==> src/rtl/sr_capture_pkg.sv <==
// Shared types and constants for the shift-register frame capture block.
package sr_capture_pkg;

  // Frame hunter states: looking for sync, or counting payload shifts
  typedef enum logic {
    HUNT    = 1'b0,
    COLLECT = 1'b1
  } state_t;

  // Width of the captured-frame counter (wraps at all-ones)
  localparam int FRAME_CNT_W = 16;

  // Default sync pattern expected in the low byte of the shift register
  localparam logic [7:0] SYNC_PAT_DEFAULT = 8'hA5;

endpackage

==> src/rtl/sr_parity_chk.sv <==
// Even-parity checker for a captured payload.
// The checker is only needed, and only defined, when
// SR_FRAME_CAPTURE_PARITY_EN is defined.
// 'odd' is a combinational XOR reduction of the payload, used to veto a capture.
// 'err' is a sticky flag set by a failing check and cleared by 'clr'.
`ifdef SR_FRAME_CAPTURE_PARITY_EN
module sr_parity_chk #(
  parameter int W = 64
) (
  input  logic         clk,
  input  logic         rst,
  input  logic [W-1:0] data,
  input  logic         check,
  input  logic         clr,
  output logic         odd,
  output logic         err
);

  logic err_q;
  logic err_d;

  assign odd = ^data;

  // Sticky error: set on a failing check, clear wins over set
  always_comb begin
    err_d = err_q;
    if (check && odd) begin
      err_d = 1'b1;
    end
    if (clr) begin
      err_d = 1'b0;
    end
  end

  // Error flag register
  always_ff @(posedge clk or posedge rst) begin
    if (rst) begin
      err_q <= 1'b0;
    end else begin
      err_q <= err_d;
    end
  end

  assign err = err_q;

endmodule
`endif

==> src/rtl/sr_frame_capture.sv <==
// Frame capture stage downstream of a serial-in/parallel-out shift register.
// Hunts for a sync pattern in the low bits of the parallel word, counts the
// payload shifts that follow, then latches the payload into a single-entry
// valid/ready output register.
// Optional feature macro: SR_FRAME_CAPTURE_PARITY_EN
//   defined   -> payload MSB is an even-parity bit; odd frames are dropped
//                and flagged on the sticky parity_err output.
//   undefined -> no parity check, parity_err tied low.
module sr_frame_capture
  import sr_capture_pkg::*;
#(
  parameter int                NDATA     = 128,
  parameter int                SYNC_W    = 8,
  parameter logic [SYNC_W-1:0] SYNC_PAT  = SYNC_W'(SYNC_PAT_DEFAULT),
  parameter int                PAYLOAD_W = 64
) (
  input  logic                   clk,
  input  logic                   rst,
  input  logic                   shift_ena_n,
  input  logic [NDATA-1:0]       sr_data,
  input  logic                   flush,
  input  logic                   word_ready,
  output logic                   word_valid,
  output logic [PAYLOAD_W-1:0]   word_data,
  output logic [FRAME_CNT_W-1:0] frame_cnt,
  output logic                   ovf,
  output logic                   parity_err
);

  // Payload plus sync must fit inside the shift register
  if (PAYLOAD_W + SYNC_W > NDATA) begin : g_param_check
    $error("sr_frame_capture: PAYLOAD_W + SYNC_W must not exceed NDATA");
  end

  localparam int CNT_W = (PAYLOAD_W > 1) ? $clog2(PAYLOAD_W) : 1;

  // Shift-register bits above the payload carry the already-consumed sync
  // and older history; they are intentionally not looked at.
  logic unused_sr_hi;
  assign unused_sr_hi = ^sr_data[NDATA-1:PAYLOAD_W];

  logic                   shift_seen_q, shift_seen_d;
  state_t                 state_q,      state_d;
  logic [CNT_W-1:0]       bit_cnt_q,    bit_cnt_d;
  logic                   word_valid_q, word_valid_d;
  logic [PAYLOAD_W-1:0]   word_data_q,  word_data_d;
  logic [FRAME_CNT_W-1:0] frame_cnt_q,  frame_cnt_d;
  logic                   ovf_q,        ovf_d;

  logic [PAYLOAD_W-1:0]   payload;
  logic                   sync_hit;
  logic                   last_bit;
  logic                   capture;
  logic                   par_odd;
  logic                   accept;

  assign payload  = sr_data[PAYLOAD_W-1:0];
  assign sync_hit = (sr_data[SYNC_W-1:0] == SYNC_PAT);
  assign last_bit = (bit_cnt_q == CNT_W'(PAYLOAD_W - 1));

  // sr_data reflects a shift one cycle after the strobe, so every decision
  // is qualified by the registered strobe rather than the raw one.
  assign capture  = shift_seen_q && (state_q == COLLECT) && last_bit;

`ifdef SR_FRAME_CAPTURE_PARITY_EN
  sr_parity_chk #(
    .W (PAYLOAD_W)
  ) u_parity_chk (
    .clk   (clk),
    .rst   (rst),
    .data  (payload),
    .check (capture),
    .clr   (flush),
    .odd   (par_odd),
    .err   (parity_err)
  );
`else
  assign par_odd    = 1'b0;
  assign parity_err = 1'b0;
`endif

  // A parity-failing frame never reaches the output register, so it can
  // neither be delivered nor count as an overflow.
  assign accept = capture && !par_odd;

  // Next-state logic: frame hunter, output handshake, flush override
  always_comb begin
    shift_seen_d = !shift_ena_n;
    state_d      = state_q;
    bit_cnt_d    = bit_cnt_q;
    word_valid_d = word_valid_q;
    word_data_d  = word_data_q;
    frame_cnt_d  = frame_cnt_q;
    ovf_d        = ovf_q;

    if (shift_seen_q) begin
      case (state_q)
        HUNT: begin
          if (sync_hit) begin
            state_d   = COLLECT;
            bit_cnt_d = '0;
          end
        end
        COLLECT: begin
          // Sync patterns inside the payload are ignored until capture
          if (last_bit) begin
            state_d   = HUNT;
            bit_cnt_d = '0;
          end else begin
            bit_cnt_d = bit_cnt_q + 1'b1;
          end
        end
        default: begin
          state_d   = HUNT;
          bit_cnt_d = '0;
        end
      endcase
    end

    // Downstream takes the held word
    if (word_valid_q && word_ready) begin
      word_valid_d = 1'b0;
    end

    // Room is judged on the pre-handshake valid, so a capture may refill
    // the register in the same cycle the old word leaves.
    if (accept) begin
      if (!word_valid_q || word_ready) begin
        word_data_d  = payload;
        word_valid_d = 1'b1;
        frame_cnt_d  = frame_cnt_q + 1'b1;
      end else begin
        ovf_d = 1'b1;
      end
    end

    // Flush aborts everything except the frame count and the last data
    if (flush) begin
      state_d      = HUNT;
      bit_cnt_d    = '0;
      word_valid_d = 1'b0;
      ovf_d        = 1'b0;
    end
  end

  // State, counter and output registers
  always_ff @(posedge clk or posedge rst) begin
    if (rst) begin
      shift_seen_q <= 1'b0;
      state_q      <= HUNT;
      bit_cnt_q    <= '0;
      word_valid_q <= 1'b0;
      word_data_q  <= '0;
      frame_cnt_q  <= '0;
      ovf_q        <= 1'b0;
    end else begin
      shift_seen_q <= shift_seen_d;
      state_q      <= state_d;
      bit_cnt_q    <= bit_cnt_d;
      word_valid_q <= word_valid_d;
      word_data_q  <= word_data_d;
      frame_cnt_q  <= frame_cnt_d;
      ovf_q        <= ovf_d;
    end
  end

  assign word_valid = word_valid_q;
  assign word_data  = word_data_q;
  assign frame_cnt  = frame_cnt_q;
  assign ovf        = ovf_q;

endmodule

==> config.mk <==
export PLATFORM = sky130hd
export DESIGN_NAME = sr_frame_capture
export DESIGN_NICKNAME = d
export VERILOG_FILES = /design/src/rtl/sr_capture_pkg.sv /design/src/rtl/sr_parity_chk.sv /design/src/rtl/sr_frame_capture.sv
export SDC_FILE = /design/constraint.sdc
export NUM_CORES = 1
export LEC_CHECK = 0
export BUFFER_PORTS_ARGS = -buffer_cell sky130_fd_sc_hd__buf_2
export CAP_MARGIN = 20
export CORE_ASPECT_RATIO = 1.5
export CORE_MARGIN = 3
export CORE_UTILIZATION = 40
export DETAILED_ROUTE_END_ITERATION = 12
export PLACE_DENSITY = 0.74
export SYNTH_ARGS = -nofsm -noshare
export SYNTH_HDL_FRONTEND = slang
export SYNTH_SLANG_ARGS = --single-unit
==> constraint.sdc <==
create_clock -name clk -period 5.2 [get_ports clk]
set_input_delay 0.26 -clock clk [delete_from_list [all_inputs] [get_ports clk]]
set_output_delay 0.26 -clock clk [all_outputs]
set_load 0.02 [all_outputs]
After elaboration in Yosys (flattened, before gate mapping)
Index checks and enable logic that the tools add are counted.
{"block": "totals", "regBits": 90, "romBits": 0, "ram_bits": 0, "out_inout_bits": 83, "in_bits": 133, "latch_bits": 0, "elab_cells": 42, "memories": 0}
{"block": "op_classes", "magnitude_cmp": 0, "shift": 0, "reduce_logical": 11, "n_mux": 17, "n_eq_ne": 4, "bitwise_logic": 1, "div_mod_pow": 0, "add_sub_neg": 2, "mul": 0}
{"cell": "$mux W6", "count": 4}
{"cell": "$add A16 B1 Y16 const B", "count": 1}
{"cell": "$pmux W6 S2", "count": 1}
{"cell": "$mux W1", "count": 11}
{"cell": "$eq A8 B8 Y1 const B", "count": 1}
{"cell": "$add A6 B1 Y6 const B", "count": 1}
{"cell": "$eq A6 B6 Y1 const B", "count": 1}
{"cell": "$reduce_and A2 Y1", "count": 3}
{"cell": "$reduce_bool A2 Y1", "count": 2}
{"cell": "$logic_and A1 B1 Y1", "count": 3}
{"cell": "$ne A3 B3 Y1 const B", "count": 1}
{"cell": "$logic_not A1 Y1", "count": 2}
{"cell": "$ne A2 B2 Y1 const B", "count": 1}
{"cell": "$pmux W1 S2", "count": 1}
{"cell": "$logic_or A1 B1 Y1", "count": 1}
{"cell": "$not A1 Y1", "count": 1}

Logic depth before layout (Yosys ltp)
{"block": "logic_depth", "word_depth": 5, "mapped_depth": 6, "mapped_depth_nobuf": 5}

Worst setup path before layout
No wires, ideal clock.
{"block": "synth_path", "path_kind": "reg2reg", "startpoint": "register bit_cnt_q[0]", "endpoint": "register word_data_q[0] (netlist: word_data[0])", "setup_slack_ps": 3392, "setup_time_ps": 125, "path_stages_with_launch": 6, "path_buffers": 1, "required_ps": 5075, "period_less_slack_ps": 1808, "arrival_ps": 1683, "path_cell_list": "dfrtp_1 ha_1 nand3_1 nor3_4 buf_6 mux2_2"}
{"block": "synth_between", "elab_chain_cells": 3}
{"item": "from (decl)", "line_no": "sr_frame_capture.sv:44", "rtl": "logic [CNT_W-1:0] bit_cnt_q, bit_cnt_d;"}
{"item": "from (signal assigned)", "line_no": "sr_frame_capture.sv:159", "rtl": "bit_cnt_q <= bit_cnt_d;"}
{"item": "$eq A6 B6 Y1", "line_no": "sr_frame_capture.sv:59", "rtl": "assign last_bit = (bit_cnt_q == CNT_W'(PAYLOAD_W - 1));"}
{"item": "$logic_and A1 B1 Y1", "line_no": "sr_frame_capture.sv:63", "rtl": "assign capture = shift_seen_q && (state_q == COLLECT) && last_bit;"}
{"item": "$reduce_and A2 Y1 (no source line)"}
{"item": "to (signal assigned)", "line_no": "sr_frame_capture.sv:161", "rtl": "word_data_q <= word_data_d;"}
{"item": "to (decl)", "line_no": "sr_frame_capture.sv:46", "rtl": "logic [PAYLOAD_W-1:0] word_data_q, word_data_d;"}
No other way between the ends.
A chain may end at the register's enable or synchronous reset.

Final worst setup path
{"block": "layout_path", "startpoint": "register bit_cnt_q[0]", "endpoint": "register word_data_q[24] (netlist: word_data[24])"}
The elaborated chain is that of the path after synthesis.

==> results.md <==
- The antenna violation net count after detailed routing is 0.
- Yosys printed 0 warnings.
- The setup slack of the most critical reg-to-reg path is 3.06 ns.
- The biggest fanout along the worst timing path is 39.
- The violation count after the first detailed-routing iteration is 136.
- The remaining global-route overflow is 0.
- The core region area is 0.00899 mm2.
- OpenSTA, run right after detailed placement, puts the worst setup slack at 3.06 ns.
- The main flop type after synthesis is dfrtp_1.
- After detailed routing, the met3 layer carries 631 um of wire.
- The post-synthesis cell count is 257.
- Of all flip-flops after synthesis, the portion carrying an async set or reset was 100%.
- CTS built an H-tree with a depth of 3.
- The number of rows in the core area is 42.
- The floorplan step defined a die boundary enclosing 0.0106 mm2.
- The type of element launching the critical path is a flop.
- The synthesized design devotes to its leading area cell type 59.8% of total area.
- For the final database, setup skew stands at 0.00449 ns.
- The number of antenna violations at the first check in global routing is 0.
- The required time at the worst-slack endpoint is 5.41 ns.
- The startpoint identified for the worst register-to-register timing path is bit_cnt_q[0].
- The number of gates resized after CTS was 0.
- The depth of the worst register-to-register path is 5.
- The number of antenna diodes in the final layout is 0.
- In the post-synthesis netlist, the biggest area contributors are dfrtp_1 60%, mux2_2 19%, buf_6 2.1%.
- For this run, design rule violations remaining after detail routing come to 0.
- The quantity of hold-fixing buffers added after cts is 0.
- The worst hold path belongs to the class in2async.
- The vertical die dimension is 125 um.
- The count of filler cells inserted in the layout is 761.
- Following the worst setup path forward leads to its endpoint at word_data[24].
- The number of setup violations in the final report is 0.
- The final routed wirelength across all metal layers is 8.11 mm.
- Across every metal layer, demand over resource in global routing totals 15.9%.
- In this run the critical register-to-register path is captured at word_data[24].
- The count of final max-slew check failures was 0.
- The number of top-level design ports is 216.
- The share of the Yosys chip area taken by registers is 59.8%.
- The worst-case hold slack is 0.0609 ns.
- The sum of met2 wire segment lengths after detailed routing is 4.18 mm.
- At the end of routability-driven placement, the weighted congestion stood at 0.774.
- The first TritonRoute pass finished after 4 iterations.
- The worst path in the final design needs a cycle of 2.14 ns, including I/O delays and setup.
- STA classifies the critical path endpoint as a flop.
- Routed signal wires occupy layers up through met4.
- Across all layers, the routed design uses 2,683 vias.
- The clock root buffer is clkbuf_16.
- The clock sink count is 90.
- Synthesis inferred 90 register bits.
- TritonCTS built the clock tree.
- At the worst endpoint, the arrival time is 2.35 ns.
- The detailed router put a total of 3.09 mm of wire on met1.
- For this design the ratio of total power to cell area is 308 mW/mm2.
- The initial utilization of the core area, before any placement, comes to 41.9%.
- The fraction of layout cells with a size suffix above 1 is 59.7%.
- The synthesized netlist occupies a cell area of 0.00376 mm2.
- Measured along the x axis, the die boundary spans 85.2 um.
- The critical path is of the reg2reg type.
- Buffers inserted during clock tree synthesis total 9.
- The final layout contains 546 nets.
- Summed over all cells, the static leakage comes to 0.00237 uW.
- The unique cell type count in the Yosys netlist is 45.
- After synthesis, the mean cell area works out to 14.6 um2.
- Setup total negative slack on the finished layout was measured at 0 ns.
- Counting along the longest clock path gives a buffer depth of 2.
- The total power is 1510 uW.
- The via count of the first global-routing pass was 2,895.
- The hold violation total from the final report came to 0.
- The maximum number of pins on one net before global-route repair is 91.
- In the finished design, the share of the clock period the worst path needs comes to 41.2%.
- In this run the post-CTS setup repair buffer count came out at 0.
- Clock-pin slew was measured on the worst setup and hold paths at 0.06 ns.
- The most critical setup path has its startpoint at bit_cnt_q[0].
- By count the netlist is led by 90 x dfrtp_1, 65 x mux2_2, 10 x nand3_1.
- The setup slack after layout is 3.06 ns.
- The number of flops mapped to enable cells by yosys is 0.
- The number of input and output port buffers inserted is 150.
- Setup repair after global routing left no endpoint under its margin.
- The number of placed instances, taps included, is 509.
- In the final routed layout, each cell accounts on average for 15.5 um.
- The area growth from synthesis to layout is 29.9%.
- The transition at the pin with the smallest max-transition slack is 0.592 ns.
- Across the VDD grid, the largest voltage drop is 0.188 mV.
- The most common cell in the netlist is dfrtp_1.
- Across the run, the number of max-cap violations was 0.
- The clock latency reported for the late side of the worst-skew pair is 0.33 ns.
- The post-DP HPWL is 5.95 mm.
- The final cell count without fillers is 524.
- The number of nets in the synthesized netlist is 392.
- The run finished with clean final reports.
- The worst-case headroom to the max-slew limit is 60.6%.
- The top achievable clock speed is 0.467 GHz.
- The ratio of routed vias to standard cells is 5.12.
- The wire length of the first global-routing pass is 13.5 mm.
- Of all cell types, the one taking the most synthesized area is dfrtp_1.
placed cells by master (no fill, tap or decap), types with 2 or more instances in the layout:
master and n:
a31oi_1 2, nand2_1 8, buf_2 150, inv_1 2, clkbuf_16 9, xor2_1 4, a311oi_1 2, nand2b_1 5
o21ai_0 2, buf_4 3, clkinv_2 3, xnor2_2 2, dfrtp_1 90, and3_2 2, nand4_1 4, nor2_1 4
nand3_1 10, xnor2_1 9, mux2_2 65, and3_1 3, clkbuf_8 2, ha_1 2, nor4_1 2, or4bb_1 2
a21oi_1 3, nor3_1 2, nand4_4 2
layout make-up:
type	instances	area [um2]	share of cell area, %
sequential	90	2250	46.1
multi-input combinational	153	1400	28.7
timing repair buffer	154	793	16.2
clock buffer	11	253	5.17
tap	110	138	2.81
clock inverter	3	40.0	0.819
inverter	3	12.5	0.256
metal layers:
layer / vias up / GRT usage (%)
li1: 1233 / -
met1: 1316 / 17.1
met2: 118 / 27.9
met3: 16 / 4.04
met4: 0 / 8.29
met5: - / 0
kinds of logic after synthesis:
group / Yosys count / share of synthesized area, %
compound gates: 14 / 2.46
xor+xnor: 15 / 3.89
fa+ha+maj: 2 / 0.665
buf+inv: 14 / 2.96
flops: 90 / 59.8
mux: 66 / 19.7
other cells: 1 / 0.0996
simple gates: 55 / 10.4
worst min path at each step:
| stage | depth (start not counted) | endpoint | from | slack, ns |
|---|---|---|---|---|
| finish | 3 | word_data[26] | rst | 0.06 |
| global route | 2 | shift_seen_q | shift_ena_n | 0.05 |
| CTS | 2 | shift_seen_q | shift_ena_n | 0.05 |
| detailed placement | 2 | shift_seen_q | shift_ena_n | 0.41 |
| global placement | 2 | shift_seen_q | shift_ena_n | 0.41 |
| floorplan | 1 | shift_seen_q | shift_ena_n | 0.32 |
metrics by stage:
stage	cell area, um2	util (%)
floorplan	3760	-
global placement	4580	50.9
detailed placement	4580	50.9
CTS	4870	54.2
global route	4890	54.4
finish	4890	54.4
flip-flops by register name, summed over array words and instances, names as in the netlist:
name          count
state_q           1
frame_cnt        16
word_data        64
ovf               1
bit_cnt_q         6
word_valid        1
shift_seen_q      1
power breakdown:
part	internal [uW]	switching [uW]	leakage [uW]
registers	726	12.8	0.00110
clock network	391	247	0.000147
logic	56.1	72.3	0.00112
worst max-delay path: stages (launching register included):
cell and delay, ns:
dfrtp_1 0.39, ha_1 0.26, nand3_1 0.22, nor3_4 0.26, buf_4 0.46, mux2_2 0.40
(Power assumes the default switching activity.)
